===== src/rtl/ib_mul_pkg.sv =====
`default_nettype none
// ============================================================================
//  Module   : ib_mul_pkg
//  Brief    : Shared types and constants for the iceBench multiplier
//             arbiter family (FSM state encoding, operand/product widths).
//  Revision : 1.0  initial release
// ============================================================================
package ib_mul_pkg;

    // Multiplier operand and product widths
    localparam int c_OP_W = 8;
    localparam int c_PR_W = 16;

    // Arbiter sequencing states, explicitly 2 bits wide
    typedef enum logic [1:0] {
        ST_IDLE  = 2'd0,
        ST_START = 2'd1,
        ST_WAIT  = 2'd2,
        ST_RESP  = 2'd3
    } mul_state_t;

endpackage : ib_mul_pkg
`default_nettype wire


===== src/rtl/ib_rr_pick.sv =====
`default_nettype none
// ============================================================================
//  Module   : ib_rr_pick
//  Brief    : Combinational round-robin picker. Returns the first set request
//             bit searching upward from (ptr+1) mod N, wrapping around.
//  Revision : 1.0  initial release
// ============================================================================
module ib_rr_pick #(
    parameter int N  = 4,
    parameter int IW = $clog2(N)
) (
    input  logic [N-1:0]  i_req,
    input  logic [IW-1:0] i_ptr,
    output logic [IW-1:0] o_idx,
    output logic          o_found
);

    // One extra bit so ptr+offset (< 2N) never overflows before the wrap
    logic [IW:0] w_sum;

    // Scan offsets from farthest to nearest so the nearest set bit wins last
    always_comb begin
        o_idx   = '0;
        o_found = 1'b0;
        w_sum   = '0;
        for (int off = N; off >= 1; off--) begin
            w_sum = {1'b0, i_ptr} + (IW+1)'(off);
            if (w_sum >= (IW+1)'(N)) begin
                w_sum = w_sum - (IW+1)'(N);
            end
            if (i_req[w_sum[IW-1:0]]) begin
                o_idx   = w_sum[IW-1:0];
                o_found = 1'b1;
            end
        end
    end

endmodule : ib_rr_pick
`default_nettype wire


===== src/rtl/ib_mul_arb.sv =====
`default_nettype none
// ============================================================================
//  Module   : ib_mul_arb
//  Brief    : Round-robin arbiter/sequencer sharing one start/done 8x8
//             multiplier between N requesters. Grants in IDLE, pulses start,
//             waits for done (with timeout) and returns a one-cycle ack with
//             the product to the served requester.
//  Revision : 1.0  initial release
// ============================================================================
module ib_mul_arb
    import ib_mul_pkg::*;
#(
    parameter int N   = 4,
    parameter int TMO = 64
) (
    input  logic                  i_clk,
    input  logic                  i_nrst,
    input  logic [N-1:0]          i_req,
    input  logic [c_OP_W*N-1:0]   i_a,
    input  logic [c_OP_W*N-1:0]   i_b,
    output logic [N-1:0]          o_ack,
    output logic [c_PR_W-1:0]     o_c,
    output logic                  o_err,
    output logic                  o_busy,
    output logic                  o_mul_start,
    output logic [c_OP_W-1:0]     o_mul_a,
    output logic [c_OP_W-1:0]     o_mul_b,
    input  logic [c_PR_W-1:0]     i_mul_c,
    input  logic                  i_mul_done
);

    localparam int c_IW = $clog2(N);
    localparam int c_CW = $clog2(TMO);

    mul_state_t        r_state;
    logic [c_IW-1:0]   r_ptr;
    logic [c_IW-1:0]   r_grant;
    logic [c_CW-1:0]   r_cnt;

    logic [c_IW-1:0]   w_pick_idx;
    logic              w_pick_found;
    logic [c_OP_W-1:0] w_sel_a;
    logic [c_OP_W-1:0] w_sel_b;
    logic [N-1:0]      w_grant_oh;

    ib_rr_pick #(
        .N  (N),
        .IW (c_IW)
    ) u_pick (
        .i_req   (i_req),
        .i_ptr   (r_ptr),
        .o_idx   (w_pick_idx),
        .o_found (w_pick_found)
    );

    // Route the candidate requester's operands toward the multiplier latch
    always_comb begin
        w_sel_a = '0;
        w_sel_b = '0;
        for (int k = 0; k < N; k++) begin
            if (w_pick_idx == c_IW'(k)) begin
                w_sel_a = i_a[k*c_OP_W +: c_OP_W];
                w_sel_b = i_b[k*c_OP_W +: c_OP_W];
            end
        end
    end

    assign w_grant_oh = N'(1) << r_grant;

    // Sequencer: grant in IDLE, one-cycle start, wait for done/timeout, one-cycle response
    always_ff @(posedge i_clk or negedge i_nrst) begin
        if (!i_nrst) begin
            r_state     <= ST_IDLE;
            r_ptr       <= c_IW'(N-1);
            r_grant     <= '0;
            r_cnt       <= '0;
            o_ack       <= '0;
            o_c         <= '0;
            o_err       <= 1'b0;
            o_busy      <= 1'b0;
            o_mul_start <= 1'b0;
            o_mul_a     <= '0;
            o_mul_b     <= '0;
        end else begin
            case (r_state)
                ST_IDLE: begin
                    if (w_pick_found) begin
                        o_mul_a     <= w_sel_a;
                        o_mul_b     <= w_sel_b;
                        r_grant     <= w_pick_idx;
                        o_mul_start <= 1'b1;
                        o_busy      <= 1'b1;
                        r_state     <= ST_START;
                    end
                end
                ST_START: begin
                    // A done level still high from the last operation is ignored here
                    o_mul_start <= 1'b0;
                    r_cnt       <= '0;
                    r_state     <= ST_WAIT;
                end
                ST_WAIT: begin
                    if (i_mul_done) begin
                        o_c     <= i_mul_c;
                        o_ack   <= w_grant_oh;
                        r_ptr   <= r_grant;
                        r_state <= ST_RESP;
                    end else if (r_cnt == c_CW'(TMO-1)) begin
                        o_c     <= '0;
                        o_err   <= 1'b1;
                        o_ack   <= w_grant_oh;
                        r_ptr   <= r_grant;
                        r_state <= ST_RESP;
                    end else begin
                        r_cnt <= r_cnt + 1'b1;
                    end
                end
                ST_RESP: begin
                    // o_c deliberately keeps the last result
                    o_ack   <= '0;
                    o_err   <= 1'b0;
                    o_busy  <= 1'b0;
                    r_state <= ST_IDLE;
                end
                default: begin
                    r_state <= ST_IDLE;
                end
            endcase
        end
    end

endmodule : ib_mul_arb
`default_nettype wire


===== config.mk =====
export PLATFORM = sky130hd
export DESIGN_NAME = ib_mul_arb
export DESIGN_NICKNAME = d
export VERILOG_FILES = /design/src/rtl/ib_mul_pkg.sv /design/src/rtl/ib_rr_pick.sv /design/src/rtl/ib_mul_arb.sv
export SDC_FILE = /design/constraint.sdc
export NUM_CORES = 1
export LEC_CHECK = 0
export BUFFER_PORTS_ARGS = -buffer_cell sky130_fd_sc_hd__buf_2
export CORE_MARGIN = 1
export CORE_UTILIZATION = 25
export CTS_CLUSTER_DIAMETER = 150
export DETAILED_ROUTE_END_ITERATION = 12
export SKIP_LAST_GASP = 1
export SLEW_MARGIN = 5
export SYNTH_ARGS = -nofsm -noshare
export SYNTH_HDL_FRONTEND = slang
export SYNTH_HIERARCHICAL = 1
export SYNTH_SLANG_ARGS = --single-unit

===== constraint.sdc =====
create_clock -name i_clk -period 2.9 [get_ports i_clk]
set_clock_uncertainty 0.2 [all_clocks]
set_input_delay 0.58 -clock i_clk [delete_from_list [all_inputs] [get_ports i_clk]]
set_output_delay 0.58 -clock i_clk [all_outputs]
set_load 0.03 [all_outputs]

Word level (Yosys, flattened, before mapping)
Index checks and enable logic that the tools add are counted.
Storage, ports and cells
  register bits after elaboration: 51
  bits of input ports: 87
  word-level logic and storage cells: 104
  output and inout port bits: 39
Operators by class
  equality and inequality tests: 12
  shifts and indexed selects: 1
  add/subtract/negate cells: 9
  $lt $le $gt $ge: 8
  reductions and logical operators: 15
  muxes and demuxes: 48
Operators by type and width (count)
  2-to-1 mux 8 bit: 8
  2-to-1 mux 16 bit: 2
  2-to-1 mux 2 bit: 13
  greater-or-equal comparator 3 bit, second input constant: 4
  less-than comparator 2 x 3 -> 1 bit, second input constant: 4
  2-to-1 mux 6 bit: 2
  one-hot mux 6 bit (2 select lines): 1
  AND reduction 2 bit: 6
  2-to-1 mux 1 bit: 11
  nonzero test 2 bit: 5
  binary-select mux 1 bit (select 2 bit): 4
  == test 2 bit, second input constant: 4
  2-to-1 mux 4 bit: 2
  one-hot mux 2 bit (4 select lines): 1
  one-hot mux 4 bit (2 select lines): 1
  subtractor 2 x 1 -> 2 bit, second input constant: 4
  adder 2 x 2 -> 3 bit, second input constant: 2
  adder 6 x 1 -> 6 bit, second input constant: 1
  == test 6 bit, second input constant: 1
  != test 2 bit, second input constant: 3
  one-hot mux 1 bit (2 select lines): 3
  AND reduction 3 bit: 2
  == test 2 x 1 -> 1 bit, second input constant: 2
  zero test 2 bit: 2
  other kinds (5): 5

Depth between registers and ports, before layout
  word-level depth: 14
  depth in mapped cells: 7
  gate-level depth less buffers: 6

Hierarchy
Netlist, hierarchy kept.
By module, submodules not included
  ib_mul_arb: area each 2655.0 um^2, cells each 224, times used 1, sequential area each 1278.7 um^2
  ib_rr_pick: area each 91.3 um^2, cells each 14, times used 1, sequential area each 0.0 um^2

Worst setup path before layout
Ideal clock, no wire load.
  kind: input to register
  start point: input i_req[2]
  end point: register o_mul_a[0]
  setup time: 0.125 ns
  required time: 2.575 ns
  arrival: 2.015 ns
  buffers on the path: 2
  stages on the path: 7
  path slack: 0.560 ns
  cell sequence: and2b_1 > a21oi_2 > o221ai_2 > buf_6 > buf_12 > mux4_2 > mux2_2
On the way
  longest elaborated chain between the ends: 11
  elaborated cells between the ends (all ways): 25
  classes of those cells: eq/ne (3); mux (20); reduce/logical (2)
Ends and longest elaborated chain
  from (decl): RTL line ib_mul_arb.sv:18  | input logic [N-1:0] i_req,
  binary-select mux 1 bit (select 2 bit): RTL line ib_rr_pick.sv:31  | if (i_req[w_sum[IW-1:0]]) begin
  2-to-1 mux 1 bit (not written as such): RTL line ib_rr_pick.sv:31
  2-to-1 mux 2 bit (3 in a row): RTL line ib_rr_pick.sv:31
  2-to-1 mux 2 bit *: RTL line ib_rr_pick.sv:31
  named net w_pick_idx[0]: RTL line ib_mul_arb.sv:40  | logic [c_IW-1:0] w_pick_idx;
  zero test 2 bit: RTL line ib_mul_arb.sv:61  | if (w_pick_idx == c_IW'(k)) begin
  2-to-1 mux 8 bit (3 in a row): RTL line ib_mul_arb.sv:61
  2-to-1 mux 8 bit *: RTL line ib_mul_arb.sv:61
  to (signal assigned): RTL line ib_mul_arb.sv:88  | o_mul_a <= w_sel_a;
  to (decl): RTL line ib_mul_arb.sv:26  | output logic [c_OP_W-1:0] o_mul_a,
Mark *: on every way through the listed nets, which the timed path passes. The rest lies on a longest branch. The select of a mux whose other input is x is not followed.
A chain may end at the register's enable or synchronous reset.

Final worst setup path
  start point: register r_ptr[1]
  end point: register o_mul_b[7]
On the way
  longest elaborated chain between the ends: 14
  elaborated cells between the ends (all ways): 41
  classes of those cells: add/sub (8); order compare (4); eq/ne (3); mux (24); reduce/logical (2)
Ends and longest elaborated chain
  from (decl): RTL line ib_mul_arb.sv:36  | logic [c_IW-1:0] r_ptr;
  from (signal assigned): RTL line ib_mul_arb.sv:74  | r_ptr <= c_IW'(N-1);
  from (signal assigned): RTL line ib_mul_arb.sv:106  | r_ptr <= r_grant;
  from (signal assigned): RTL line ib_mul_arb.sv:112  | r_ptr <= r_grant;
  adder 2 x 3 -> 3 bit: RTL line ib_rr_pick.sv:27  | w_sum = {1'b0, i_ptr} + (IW+1)'(off);
  greater-or-equal comparator 3 bit or subtractor 2 x 1 -> 2 bit (tied branches): RTL line ib_rr_pick.sv:28, ib_rr_pick.sv:29
  2-to-1 mux 2 bit: RTL line ib_rr_pick.sv:28  | if (w_sum >= (IW+1)'(N)) begin
  binary-select mux 1 bit (select 2 bit): RTL line ib_rr_pick.sv:31
  2-to-1 mux 1 bit (not written as such): RTL line ib_rr_pick.sv:31
  2-to-1 mux 2 bit (3 in a row): RTL line ib_rr_pick.sv:31
  2-to-1 mux 2 bit *: RTL line ib_rr_pick.sv:31
  named net w_pick_idx[0]: RTL line ib_mul_arb.sv:40
  zero test 2 bit: RTL line ib_mul_arb.sv:61
  2-to-1 mux 8 bit (3 in a row): RTL line ib_mul_arb.sv:61
  2-to-1 mux 8 bit *: RTL line ib_mul_arb.sv:61
  to (signal assigned): RTL line ib_mul_arb.sv:89  | o_mul_b <= w_sel_b;
  to (decl): RTL line ib_mul_arb.sv:27  | output logic [c_OP_W-1:0] o_mul_b,
Marked as above.

==> qor.yml <==
cts_made_buffers: 5
min_period_ps: 2360
htree_levels: 2
die_area_sq_um: 11400
worst_setup_path_end_kind: "flip-flop"
die_y_um: 107
internal_power_mw: 2.13
grt_pass1_vias: 2319
fmax_mhz: 423
reg2reg_slack_ps: 540
cts.sinks: 51
core-area_sq_um: 10500
critical_path_class: "reg -> reg"
ys_async_sr_fraction_pct: 100
synth.most_common_cell: "dfrtp_1"
arrival_ps: 2350
path_clk_slew_ps: 90
rr_worst_depth: 6
setup_tns_ps: 0
ys_ff_latch: 51
rows: 37
ys.flop_type: "dfrtp_1"
p_sw_mw: 1.62
yosys_warnings: 6
antenna_cells: 0
areaGrowthSynthToFinish_pct: 32.4
fin_crit_sh_pct: 81.5
swShare_pct: 43.2
drc: 0
worst_pin_slew_ps: 657
power_density_nw_per_um2: 1030
grt_start_max_net_pins: 52
p_seq_share_pct: 33.8
clock_latency_ps: 290
cts_tree: "yes"
dp_cells: 493
fin_cells: 501
antenna_found_initial: 0
synth-edff-count: 0
cp-startpoint: "r_ptr[1]"
pwr-share-clk_pct: 13.4
postLayoutCoreUtil_pct: 34.6
synth_top_area_share_pct: 44.6
status: "finished, final reports clean"
synth_nets: 330
drv_cap: 0
r2r_end: "o_mul_b[7]"
cts_root_buf: "clkbuf_8"
preCtsSetupSlack_ps: 336
grt_first_pass_wirelength_mm: 10.9
postCtsSetupBuffers: 0
track_usage_pct: 11.8
whs_ps: 194
numPortBuffers: 125
worst_slack_ps: 537
setup_violations: 0
drive_gt1_share_pct: 47.9
final_max_slew_viol_count: 0
hold_viol_final: 0
irDropWorstVdd_mv: 0.449
ys_types: 40
crit_required_ps: 2880
first_pass_iters: 4
clockBufferDepth: 2
start_kind: "flip-flop"
netlist_instances: 238
syn_avg_cell_area_sq_um: 11.5
placed_area_sq_um: 3520
total_power_mw: 3.76
drt-total-wl_mm: 6.65
hold_buffers: 0
design_area_sq_um: 3640
first_iter_violations: 79
die_width_um: 107
start_util_pct: 26.1
ios: 126
num_vias: 2308
relSlewSlack_pct: 56.2
worstPathMaxFanout: 17
via_per_inst: 4.61
leakage_nw: 1.73
syn_area_sq_um: 2750
yosysTopAreaCell: "dfrtp_1"
overflow: 0
post-dp-hpwl_mm: 5.06
combPwrFrac_pct: 52.7
synthTopCellsByArea: "dfrtp_1 (45%), mux2_2 (8.6%), mux4_2 (7.4%)"
yosysSeqAreaShare_pct: 46.6
rsz0062_at_grt: "no"
routedWlPerCell_um: 13.3
hold_class: "in -> async"
synth_common_cells: "dfrtp_1 (49), nand2_1 (45), o21ai_0 (25)"
r2r_start: "r_ptr[1]"
gp_congestion: 0.757
final_nets: 456
cts_resized: 0
ant_nets: 0
## routing by layer
metal,part of all wire (%),up-vias,global-route usage [%],wire (um)
li1,-,1126,-,-
met1,44,1105,14.9,2950
met2,50,75,20.7,3300
met3,5.7,2,2.80,378
met4,0.32,0,2.05,21
met5,0,-,0,0
## logic make-up after synthesis
kind of cell	count (synthesis)	synth area share, %
flops	51	46.6
simple gates	69	11.4
mux	39	23.4
buf+inv	21	4.42
xor+xnor	1	0.319
compound gates	52	11.6
fa+ha+maj	5	2.28
## power groups by stage
| stage | registers [mW] | logic [mW] | clock network [mW] |
|---|---|---|---|
| after floorplan | 1.77 | 0.937 | 0 |
| after global placement | 1.27 | 1.97 | 0 |
| after detailed placement | 1.28 | 2.01 | 0 |
| after CTS | 1.27 | 2.02 | 0.530 |
| after global routing | 1.31 | 2.16 | 0.562 |
| final | 1.27 | 1.98 | 0.505 |
## layout by cell type (no fill, tap or decap), drive strengths merged, types with 3 or more instances in the layout
master / count
nor3: 5
mux4: 16
a32oi: 6
ha: 5
inv: 7
mux2: 21
buf: 132
dfrtp: 49
a31oi: 5
nand2: 45
nor2: 3
nand2b: 4
o21ai: 26
clkbuf: 6
a21oi: 9
## state kept, by name, summed over array words and instances, names as in the netlist
name,cells
r_state,2
r_cnt,6
o_err,1
o_mul_b,8
r_ptr,2
o_mul_start,1
o_busy,1
o_mul_a,8
r_grant,2
o_ack,4
o_c,16
## layout make-up
class | instances | area, sq um
multi-input combinational | 166 | 1350
timing repair buffer | 132 | 691
inverter | 8 | 30.0
fill | 1080 | 6870
clock buffer | 6 | 82.6
tap | 136 | 170
sequential | 51 | 1280
clock inverter | 2 | 35.0
## how the worst max path moves through the flow
stage	end	slack, ps	depth (start not counted)
3_3_place_gp	o_mul_b[2]	400	7
2_1_floorplan	o_mul_a[0]	560	7
3_5_place_dp	o_mul_b[7]	340	7
4_1_cts	o_mul_b[7]	510	6
5_1_grt	o_mul_b[7]	410	6
6_report	o_mul_b[7]	540	6
## worst max-delay path, stage by stage (launching register included)
cell and delay (ps):
dfstp_2 600, nand2b_1 140, a21oi_2 60, o221ai_2 200, buf_12 200, mux4_1 560
mux2_2 280
Power figures use the tool's default switching activity.
